### config.mk
export PLATFORM = sky130hd
export DESIGN_NAME = avg_pool_stream
export DESIGN_NICKNAME = d
export VERILOG_FILES = /design/src/rtl/avg_pool_stream.sv
export SDC_FILE = /design/constraint.sdc
export NUM_CORES = 1
export LEC_CHECK = 0
export ABC_CLOCK_PERIOD_IN_PS = 31700
export CORE_AREA = 5 5 304 306
export DETAILED_ROUTE_END_ITERATION = 10
export DIE_AREA = 0 0 309 311
export HOLD_SLACK_MARGIN = 0.03
export PLACE_DENSITY = 0.53
export SLEW_MARGIN = 20
export SYNTH_ARGS = -nofsm -noshare
export SYNTH_HDL_FRONTEND = slang
export SYNTH_HIERARCHICAL = 1
export SYNTH_SLANG_ARGS = --single-unit
### constraint.sdc
create_clock -name clk -period 31.7 [get_ports clk]
set_input_delay 6.34 -clock clk [delete_from_list [all_inputs] [get_ports clk]]
set_output_delay 6.34 -clock clk [all_outputs]
set_load 0.01 [all_outputs]
### src/rtl/avg_pool_stream.sv
// Streaming 2x2 FP16 pooling over channel-major frames; define AVG_POOL_MAX_EN to add
// a pool_mode input that selects 2x2 max (1) instead of average (0).

module AvgPoolUnit (
  input  logic [15:0] numA,
  input  logic [15:0] numB,
  input  logic [15:0] numC,
  input  logic [15:0] numD,
  output logic [15:0] result
);

  // Every finite FP16 value is an exact multiple of 2^-24 below 2^16, so the four-way
  // sum is exact in fixed point and only the final sum/4 is rounded (nearest-even).
  function automatic logic signed [42:0] toFixed(input logic [15:0] num);
    logic [4:0]  expField;
    logic [10:0] mant;
    logic [39:0] mag;
    expField = num[14:10];
    mant     = (expField == 5'd0) ? {1'b0, num[9:0]} : {1'b1, num[9:0]};
    mag      = {29'd0, mant} << ((expField == 5'd0) ? 5'd0 : expField - 5'd1);
    toFixed  = num[15] ? -$signed({3'b000, mag}) : $signed({3'b000, mag});
  endfunction

  logic signed [42:0] sum;
  logic [41:0] mag;
  logic [5:0]  lead;
  logic [5:0]  shift;
  logic [10:0] kept;
  logic [4:0]  base;
  logic        guard;
  logic        sticky;
  logic        roundUp;
  logic [14:0] magBits;

  // mag has its LSB at 2^-26, i.e. it already is the sum divided by four.
  always_comb begin
    sum  = toFixed(numA) + toFixed(numB) + toFixed(numC) + toFixed(numD);
    mag  = sum[42] ? 42'(-sum) : sum[41:0];
    lead = 6'd0;
    for (int i = 0; i < 42; i++) begin
      if (mag[i]) lead = 6'(i);
    end
    shift   = (lead >= 6'd12) ? lead - 6'd10 : 6'd2;
    kept    = 11'(mag >> shift);
    guard   = mag[shift - 6'd1];
    sticky  = |(mag & ~({42{1'b1}} << (shift - 6'd1)));
    roundUp = guard && (sticky || kept[0]);
    base    = (lead >= 6'd12) ? 5'(lead - 6'd12) : 5'd0;
    // The hidden bit in kept bumps the exponent, and a rounding carry ripples into it.
    magBits = {base, 10'd0} + {4'd0, kept} + {14'd0, roundUp};
    result  = (magBits == 15'd0) ? 16'h0000 : {sum[42], magBits};
  end

endmodule

module avg_pool_stream #(
  parameter int DATA_WIDTH = 16,
  parameter int Depth      = 16,
  parameter int inputH     = 10,
  parameter int inputW     = 10
) (
  input  logic                  clk,
  input  logic                  reset,
`ifdef AVG_POOL_MAX_EN
  input  logic                  pool_mode,
`endif
  input  logic                  in_valid,
  output logic                  in_ready,
  input  logic [DATA_WIDTH-1:0] in_data,
  output logic                  out_valid,
  input  logic                  out_ready,
  output logic [DATA_WIDTH-1:0] out_data,
  output logic                  out_last
);

  localparam int ColW = (inputW > 1) ? $clog2(inputW) : 1;
  localparam int RowW = (inputH > 1) ? $clog2(inputH) : 1;
  localparam int ChW  = (Depth > 1) ? $clog2(Depth) : 1;

  logic [ColW-1:0]       colCount_q, colCount_d;
  logic [RowW-1:0]       rowCount_q, rowCount_d;
  logic [ChW-1:0]        chCount_q, chCount_d;
  logic [DATA_WIDTH-1:0] hold_q, hold_d;
  logic [DATA_WIDTH-1:0] outData_q, outData_d;
  logic                  outValid_q, outValid_d;
  logic                  outLast_q, outLast_d;
  logic [DATA_WIDTH-1:0] lineBuf_q [inputW];

  logic inHs, colEnd, rowEnd, chEnd, windowDone, frameEnd;
  logic [ColW-1:0]       prevCol;
  logic [DATA_WIDTH-1:0] avgResult, poolResult;

  assign in_ready   = !outValid_q || out_ready;
  assign inHs       = in_valid && in_ready;
  assign colEnd     = (colCount_q == ColW'(inputW - 1));
  assign rowEnd     = (rowCount_q == RowW'(inputH - 1));
  assign chEnd      = (chCount_q == ChW'(Depth - 1));
  assign windowDone = inHs && rowCount_q[0] && colCount_q[0];
  assign frameEnd   = chEnd && rowEnd && colEnd;
  assign prevCol    = colCount_q - ColW'(1);

  AvgPoolUnit avgUnit (
    .numA   (lineBuf_q[prevCol]),
    .numB   (lineBuf_q[colCount_q]),
    .numC   (hold_q),
    .numD   (in_data),
    .result (avgResult)
  );

`ifdef AVG_POOL_MAX_EN
  // Ordering key: negatives flip their magnitude so a plain unsigned compare works,
  // and -0 maps onto +0 so the two compare as a tie.
  function automatic logic [15:0] orderKey(input logic [15:0] num);
    orderKey = (num[15] && (num[14:0] != 15'd0)) ? {1'b0, ~num[14:0]} : {1'b1, num[14:0]};
  endfunction

  logic [DATA_WIDTH-1:0] maxResult;

  always_comb begin
    maxResult = lineBuf_q[prevCol];
    if (orderKey(lineBuf_q[colCount_q]) > orderKey(maxResult)) maxResult = lineBuf_q[colCount_q];
    if (orderKey(hold_q) > orderKey(maxResult)) maxResult = hold_q;
    if (orderKey(in_data) > orderKey(maxResult)) maxResult = in_data;
  end

  assign poolResult = pool_mode ? maxResult : avgResult;
`else
  assign poolResult = avgResult;
`endif

  always_comb begin
    colCount_d = colCount_q;
    rowCount_d = rowCount_q;
    chCount_d  = chCount_q;
    hold_d     = hold_q;
    outData_d  = outData_q;
    outValid_d = outValid_q;
    outLast_d  = outLast_q;
    if (inHs) begin
      if (!colEnd) begin
        colCount_d = colCount_q + ColW'(1);
      end else begin
        colCount_d = '0;
        if (!rowEnd) begin
          rowCount_d = rowCount_q + RowW'(1);
        end else begin
          rowCount_d = '0;
          chCount_d  = chEnd ? '0 : chCount_q + ChW'(1);
        end
      end
    end
    if (inHs && rowCount_q[0] && !colCount_q[0]) hold_d = in_data;
    // A fresh window result wins over draining, so a same-cycle reload keeps out_valid high.
    if (windowDone) begin
      outData_d  = poolResult;
      outValid_d = 1'b1;
      outLast_d  = frameEnd;
    end else if (outValid_q && out_ready) begin
      outValid_d = 1'b0;
      outLast_d  = 1'b0;
    end
  end

  always_ff @(posedge clk) begin
    if (reset) begin
      colCount_q <= '0;
      rowCount_q <= '0;
      chCount_q  <= '0;
      hold_q     <= '0;
      outData_q  <= '0;
      outValid_q <= 1'b0;
      outLast_q  <= 1'b0;
    end else begin
      colCount_q <= colCount_d;
      rowCount_q <= rowCount_d;
      chCount_q  <= chCount_d;
      hold_q     <= hold_d;
      outData_q  <= outData_d;
      outValid_q <= outValid_d;
      outLast_q  <= outLast_d;
    end
  end

  // Even rows refill the whole line before the odd row reads it, so no clear is needed.
  always_ff @(posedge clk) begin
    if (inHs && !rowCount_q[0]) lineBuf_q[colCount_q] <= in_data;
  end

  assign out_valid = outValid_q;
  assign out_data  = outData_q;
  assign out_last  = outLast_q;

endmodule

==> impl_results.md, run 1 <==
- Status: complete, no violations
- DR pass1 iterations: 8
- 1st-iter DRT viols: 3633
- Post-synthesis sequential area ratio: 0.187
- Die Width: 309 um
- Hold Path Sink: out_data[4]
- Port-buffer cells: 38
- Worst Hold Class: reg -> reg
- Net Count, Synth: 4097
- Cts repair resizes: 0
- Top Ports: 39
- Gr ovfl total: 0
- Reg2reg path depth: 64
- Worst slew pin tran: 1.27 ns
- Nets: 3987
- Area delta synth->final: 6.60%
- Pins over their slew limit: 0
- RSZ-0062 raised after global routing: no
- Remaining DRCs: 0
- Prevailing post-synth register cell: edfxtp_1
- TritonCTS clock tree: yes
- DR vias/cell: 6.25
- CP startpoint kind: primary input
- Initial core utilization: 0.348
- Max incr delay on CP: 1.05 ns
- Number of global-route vias before repair: 29000
- WL/cell: 24.4 um
- Yosys warning total: 6
- Share of cells above drive strength 1: 0.0809
- Most common cell after layout, fill and taps aside: nand2_1
- Synth top area share: 0.155
- Die height: 311 um
- Most frequent cells in the layout: nand2_1 (424), nor2_1 (329), o21ai_0 (248)
- Tot GR Track Use: 0.242
- Worst Clk Skew: 0.0185 ns
- Synth area leader: edfxtp_1
- Fin crit share: 0.786
- Max Freq: 40.1 MHz
- Number of flops mapped to enable cells by yosys: 160
- CTS sink cnt: 210
- Clock Path Buffers: 3
- Critical R2R Launch: colCount_q[0]
- Post-Route WL: 122000 um
- Final setup violation count: 0
- Yosys cell types: 134
- Post-DP HPWL: 95700 um
- Post-CTS Setup Bufs: 0
- Setup_tns: 0 ns
- Hold Path Origin: out_data[4]
- Flop2flop setup slack: 10.74 ns
- Max-cap violations: 0
- Hold path depth: 2
- Kind of cell adding the most delay to the critical path: simple AND/OR/NAND/NOR gates
- Hold Buf Count CTS: 0
- H-Tree Depth: 1
- R2r endpoint: out_data[15]
- Max FO, Critical Path: 61
- Routed vias: 31300
- Max-slew headroom: 0.143
- Worst-Skew Late Latency: 0.53 ns
- Worst path bufs/invs: 11
- Final hold vios: 0
- Die Area: 96100 um2
- Largest net degree at the start of global routing: 63
- Root Buffer: clkbuf_16
- Gate Count Post-Synth: 3927
- Worst-path clk slew: 0.06 ns
- Crit-path most repeated cell: nand2_1
- Num CTS Buffers: 23
- Std-Cell Rows: 110
- Synth area leaders: edfxtp_1 (15%), mux2i_1 (5.8%), fa_1 (5.4%)
- Synthesized area per cell: 7.91 um2
- FF+latch count, synth: 210
- Critical Path End Type: flop
- First-pass GRT wire length: 184000 um
- Min Tclk post-route: 24.92 ns
- Async SR Flop Fraction: 0
- Antenna violations before repair: 2
- Synth Cell Area: 31000 um2
- Req. time, crit path: 32.05 ns
- RD Place Congestion: 0.985
- Area of the core: 89300 um2
- Slowest stage cell, crit path: ha_1
- Setup crit start: in_data[10]
- Critical path arrival: 25.27 ns
- ANT nets after route: 0
- WS Path Type: in -> reg
-- per-layer routing --
metal  up-vias  wire length, um  global-route usage
li1      14500                -                   -
met5         -                0                   0
met1     15000            54200               0.348
met3       237             9990              0.0341
met4         0             4640              0.0748
met2      1539            53500               0.376
-- final cells by class --
type	instances	area, um2
clock buffers	27	601
inverters	181	679
fillers	9249	56200
well taps	1176	1470
repair buffers	115	948
flip-flops and latches	210	5810
clock inverters	14	143
diodes	1	2.50
multi-input cells	3286	23400
-- metrics by stage --
stage / setup slack [ns] / utilization / hold WS (ns) / instances / area [um2]
6_report: 6.78 / 0.371 / 0.451 / 5010 / 33100
5_1_grt: 5.52 / 0.371 / 0.478 / 5009 / 33100
4_1_cts: 7.24 / 0.371 / 0.457 / 5009 / 33100
3_5_place_dp: 6.75 / 0.362 / 0.448 / 4968 / 32400
3_3_place_gp: 6.98 / 0.362 / 0.443 / 4968 / 32400
2_1_floorplan: 10.63 / - / 0.465 / 3927 / 31000
-- worst min-delay path, cell delays in order, from the launching register on --
cell and delay, ns:
dfxtp_1 0.31, nand2_1 0.05, a21oi_1 0.05
-- sequential cells by signal, indices dropped and copies added, names as in the netlist, named ones only --
name / count
lineBuf_q: 160
hold_q: 16
out_data: 16
chCount_q: 4
colCount_q: 4
rowCount_q: 4
out_last: 1
out_valid: 1
-- cells in the mapped netlist, drive strengths merged (13+ instances only) --
| library cell | count |
|---|---|
| nand2b | 47 |
| xnor2 | 153 |
| a22oi | 53 |
| a211o | 21 |
| a221oi | 17 |
| buf | 108 |
| a21o | 47 |
| nor2b | 50 |
| a21boi | 19 |
| a31o | 23 |
| mux2i | 182 |
| a22o | 14 |
| nor3b | 18 |
| clkbuf | 142 |
| edfxtp | 160 |
| o31ai | 47 |
| o22ai | 27 |
| and2 | 58 |
| a211oi | 88 |
| inv | 176 |
| or3 | 30 |
| and3 | 32 |
| a21oi | 232 |
| o21ai | 275 |
| o211ai | 40 |
| o221ai | 18 |
| or2 | 32 |
| nand2 | 426 |
| ha | 66 |
| nand3 | 115 |
| dfxtp | 50 |
| nor4 | 34 |
| a31oi | 44 |
| xor2 | 86 |
| o21a | 37 |
| fa | 84 |
| nand4 | 39 |
| mux4 | 43 |
| mux2 | 30 |
| or4 | 14 |
| nor3 | 127 |
| nor2 | 335 |
| a32oi | 13 |
| a2111oi | 28 |
-- kinds of logic after synthesis --
| family | share of synthesized area |
|---|---|
| simple gates | 0.229 |
| compound gates | 0.272 |
| buf+inv | 0.0603 |
| mux | 0.102 |
| xor+xnor | 0.0695 |
| flops | 0.187 |
| fa+ha+maj | 0.0811 |
-- how the worst max path moves through the flow --
stage	end	slack [ns]	cells after the start
global placement	out_data[15]	6.98	65
CTS	out_data[15]	7.24	65
floorplan	out_data[15]	10.63	78
detailed placement	out_data[15]	6.75	65
finish	out_data[15]	6.78	65
global route	out_data[15]	5.52	65
Power of run 1 is not shown: default switching activity piles up to over one toggle a cycle in this logic, so the estimate is an artifact.
==> run 2: changes to the inputs <==
Settings changed: ABC_CLOCK_PERIOD_IN_PS 31700 to 20900, PLACE_DENSITY 0.53 to 0.55.
Clock period 31.7 ns to 20.9 ns, I/O delays scaled along.
==> run 2 against run 1 <==
Global-route usage is 0.28 points lower. Sequential share of layout area shrank 0.12 points. Design area up 0.71%. Count of clock-buffer cells in the layout is the same. Worst setup slack got worse by 5.8 ns. Die area did not move. Sequential cell count is the same. Critical path type unchanged. Critical path depth shrank 10. Routed wire length shrank 0.77%. First-iteration DRC count is 2.6% higher. Critical endpoint unchanged. Hold slack improved by 0.0034 ns.
==> impl_results.md, run 2 (synthesis results as in run 1) <==
- Fin crit share: 0.952
- Biggest register: lineBuf_q
- Crit-path most repeated cell: ha_1
- Post-Route WL: 121000 um (-0.77%)
- Most frequent cells in the layout: nand2_1 (424), nor2_1 (329), o21ai_0 (248)
- Max FFs per register: 160 (unchanged)
- Die Area: 96100 um2 (unchanged)
- Tot GR Track Use: 0.239 (-0.00282)
- 1st-iter DRT viols: 3729 (+2.6%)
- Area of the core: 89300 um2 (unchanged)
- Worst Hold Class: reg -> reg
- Worst-Skew Late Latency: 0.55 ns (+0.02 ns)
- Nets: 4012 (+0.63%)
- Req. time, crit path: 21.28 ns (-10.77 ns)
- Max-slew headroom: 0.208 (+0.0648)
- Pins over their slew limit: 0 (unchanged)
- CP startpoint kind: primary input
- Routed vias: 31500 (+0.59%)
- RD Place Congestion: 0.992 (+0.78%)
- Max-cap violations: 0 (unchanged)
- Gr ovfl total: 0 (unchanged)
- Min Tclk post-route: 19.90 ns
- Area delta synth->final: 7.35%
- Setup_tns: 0 ns (unchanged)
- Critical Path End Type: flop
- CTS sink cnt: 210 (unchanged)
- Post-CTS Setup Bufs: 0 (unchanged)
- Std-Cell Rows: 110 (unchanged)
- Fillers: 9293 (+0.48%)
- Remaining DRCs: 0 (unchanged)
- H-Tree Depth: 1 (unchanged)
- Final setup violation count: 0 (unchanged)
- Largest net degree at the start of global routing: 63 (unchanged)
- Initial core utilization: 0.348 (unchanged)
- Max incr delay on CP: 0.72 ns (-0.33 ns)
- DR vias/cell: 6.25 (+0.11%)
- Most common cell after layout, fill and taps aside: nand2_1
- Top Ports: 39 (unchanged)
- DR pass1 iterations: 6 (-2)
- First-pass GRT wire length: 183000 um (-0.27%)
- Slowest stage cell, crit path: o32ai_1
- Worst slew pin tran: 1.19 ns (-0.0837 ns)
- Critical path arrival: 20.28 ns (-4.99 ns)
- Post-DP HPWL: 93700 um (-2.1%)
- Antenna violations before repair: 1 (-1)
- Port-buffer cells: 38 (unchanged)
- TritonCTS clock tree: yes
- Number of global-route vias before repair: 29000 (+0.048%)
- WL/cell: 24.1 um (-1.2%)
- Max Freq: 50.2 MHz
- Final hold vios: 0 (unchanged)
- Num CTS Buffers: 22 (-4.3%)
- Clock Path Buffers: 3 (unchanged)
- Antenna diodes: 0 (-1)
- Share of cells above drive strength 1: 0.0886 (+0.00777)
- Die height: 311 um (unchanged)
- RSZ-0062 raised after global routing: no
- Worst Clk Skew: 0.0281 ns (+0.00964 ns)
- ANT nets after route: 0 (unchanged)
- Status: complete, no violations
- WS Path Type: in -> reg
- Worst-path clk slew: 0.07 ns (about the same)
- Max FO, Critical Path: 37 (-39%)
- Root Buffer: clkbuf_16
- Die Width: 309 um (unchanged)
==> run 2: timing repair <==
item	in CTS	in global routing
hold buffers	0	0
setup endpoints to repair	0	2
resized for setup	0	5
==> run 2: layout make-up <==
cell class	instances	area [um2]	share of cell area
clock buffer	27	619	0.0186
tap	1176	1470	0.0441
clock inverter	13	125	0.00375
inverter	181	683	0.0205
timing repair buffer	141	1160	0.0347
multi-input combinational	3286	23500	0.704
sequential	210	5810	0.174
==> run 2: worst max-delay path, delay by kind of cell <==
kind                       cells  cell delay, ns
adders and majority gates      6            2.50
AOI/OAI and AO/OA             14            4.31
xor gates and xnor gates       2            0.72
and+or+nand+nor               26            6.58
buffers and inverters          7            1.94
==> run 2: per-stage QoR <==
stage          cells  worst slack (ns)  hold slack (ns)   util  cell area (um2)
4_1_cts         5034              1.15            0.460  0.373            33300
3_3_place_gp    4994             0.742            0.443  0.365            32600
6_report        5034             0.997            0.455  0.373            33300
3_5_place_dp    4994             0.626            0.451  0.365            32600
2_1_floorplan   3927              1.99            0.465      -            31000
5_1_grt         5034             0.125            0.487  0.373            33300
==> run 2: per-layer routing <==
metal / routed length, um / track usage / part of all wire / vias to the layer above
li1: - / - / - / 14500
met1: 55200 / 0.360 / 0.46 / 15300
met2: 53100 / 0.370 / 0.44 / 1498
met3: 10400 / 0.0279 / 0.086 / 157
met4: 2590 / 0.0445 / 0.021 / 0
met5: 0 / 0 / 0 / -
==> run 2: final timing paths <==
kind	start	end	slack, ns	cells after the start
worst max-delay path	in_data[10]	out_data[15]	1.0	55
worst min-delay path	out_data[12]	out_data[12]	0.45	2
worst max register to register	colCount_q[1]	out_data[15]	1.96	64
worst min register to register	out_data[12]	out_data[12]	0.45	2
Power of run 2 is left out for the same reason.
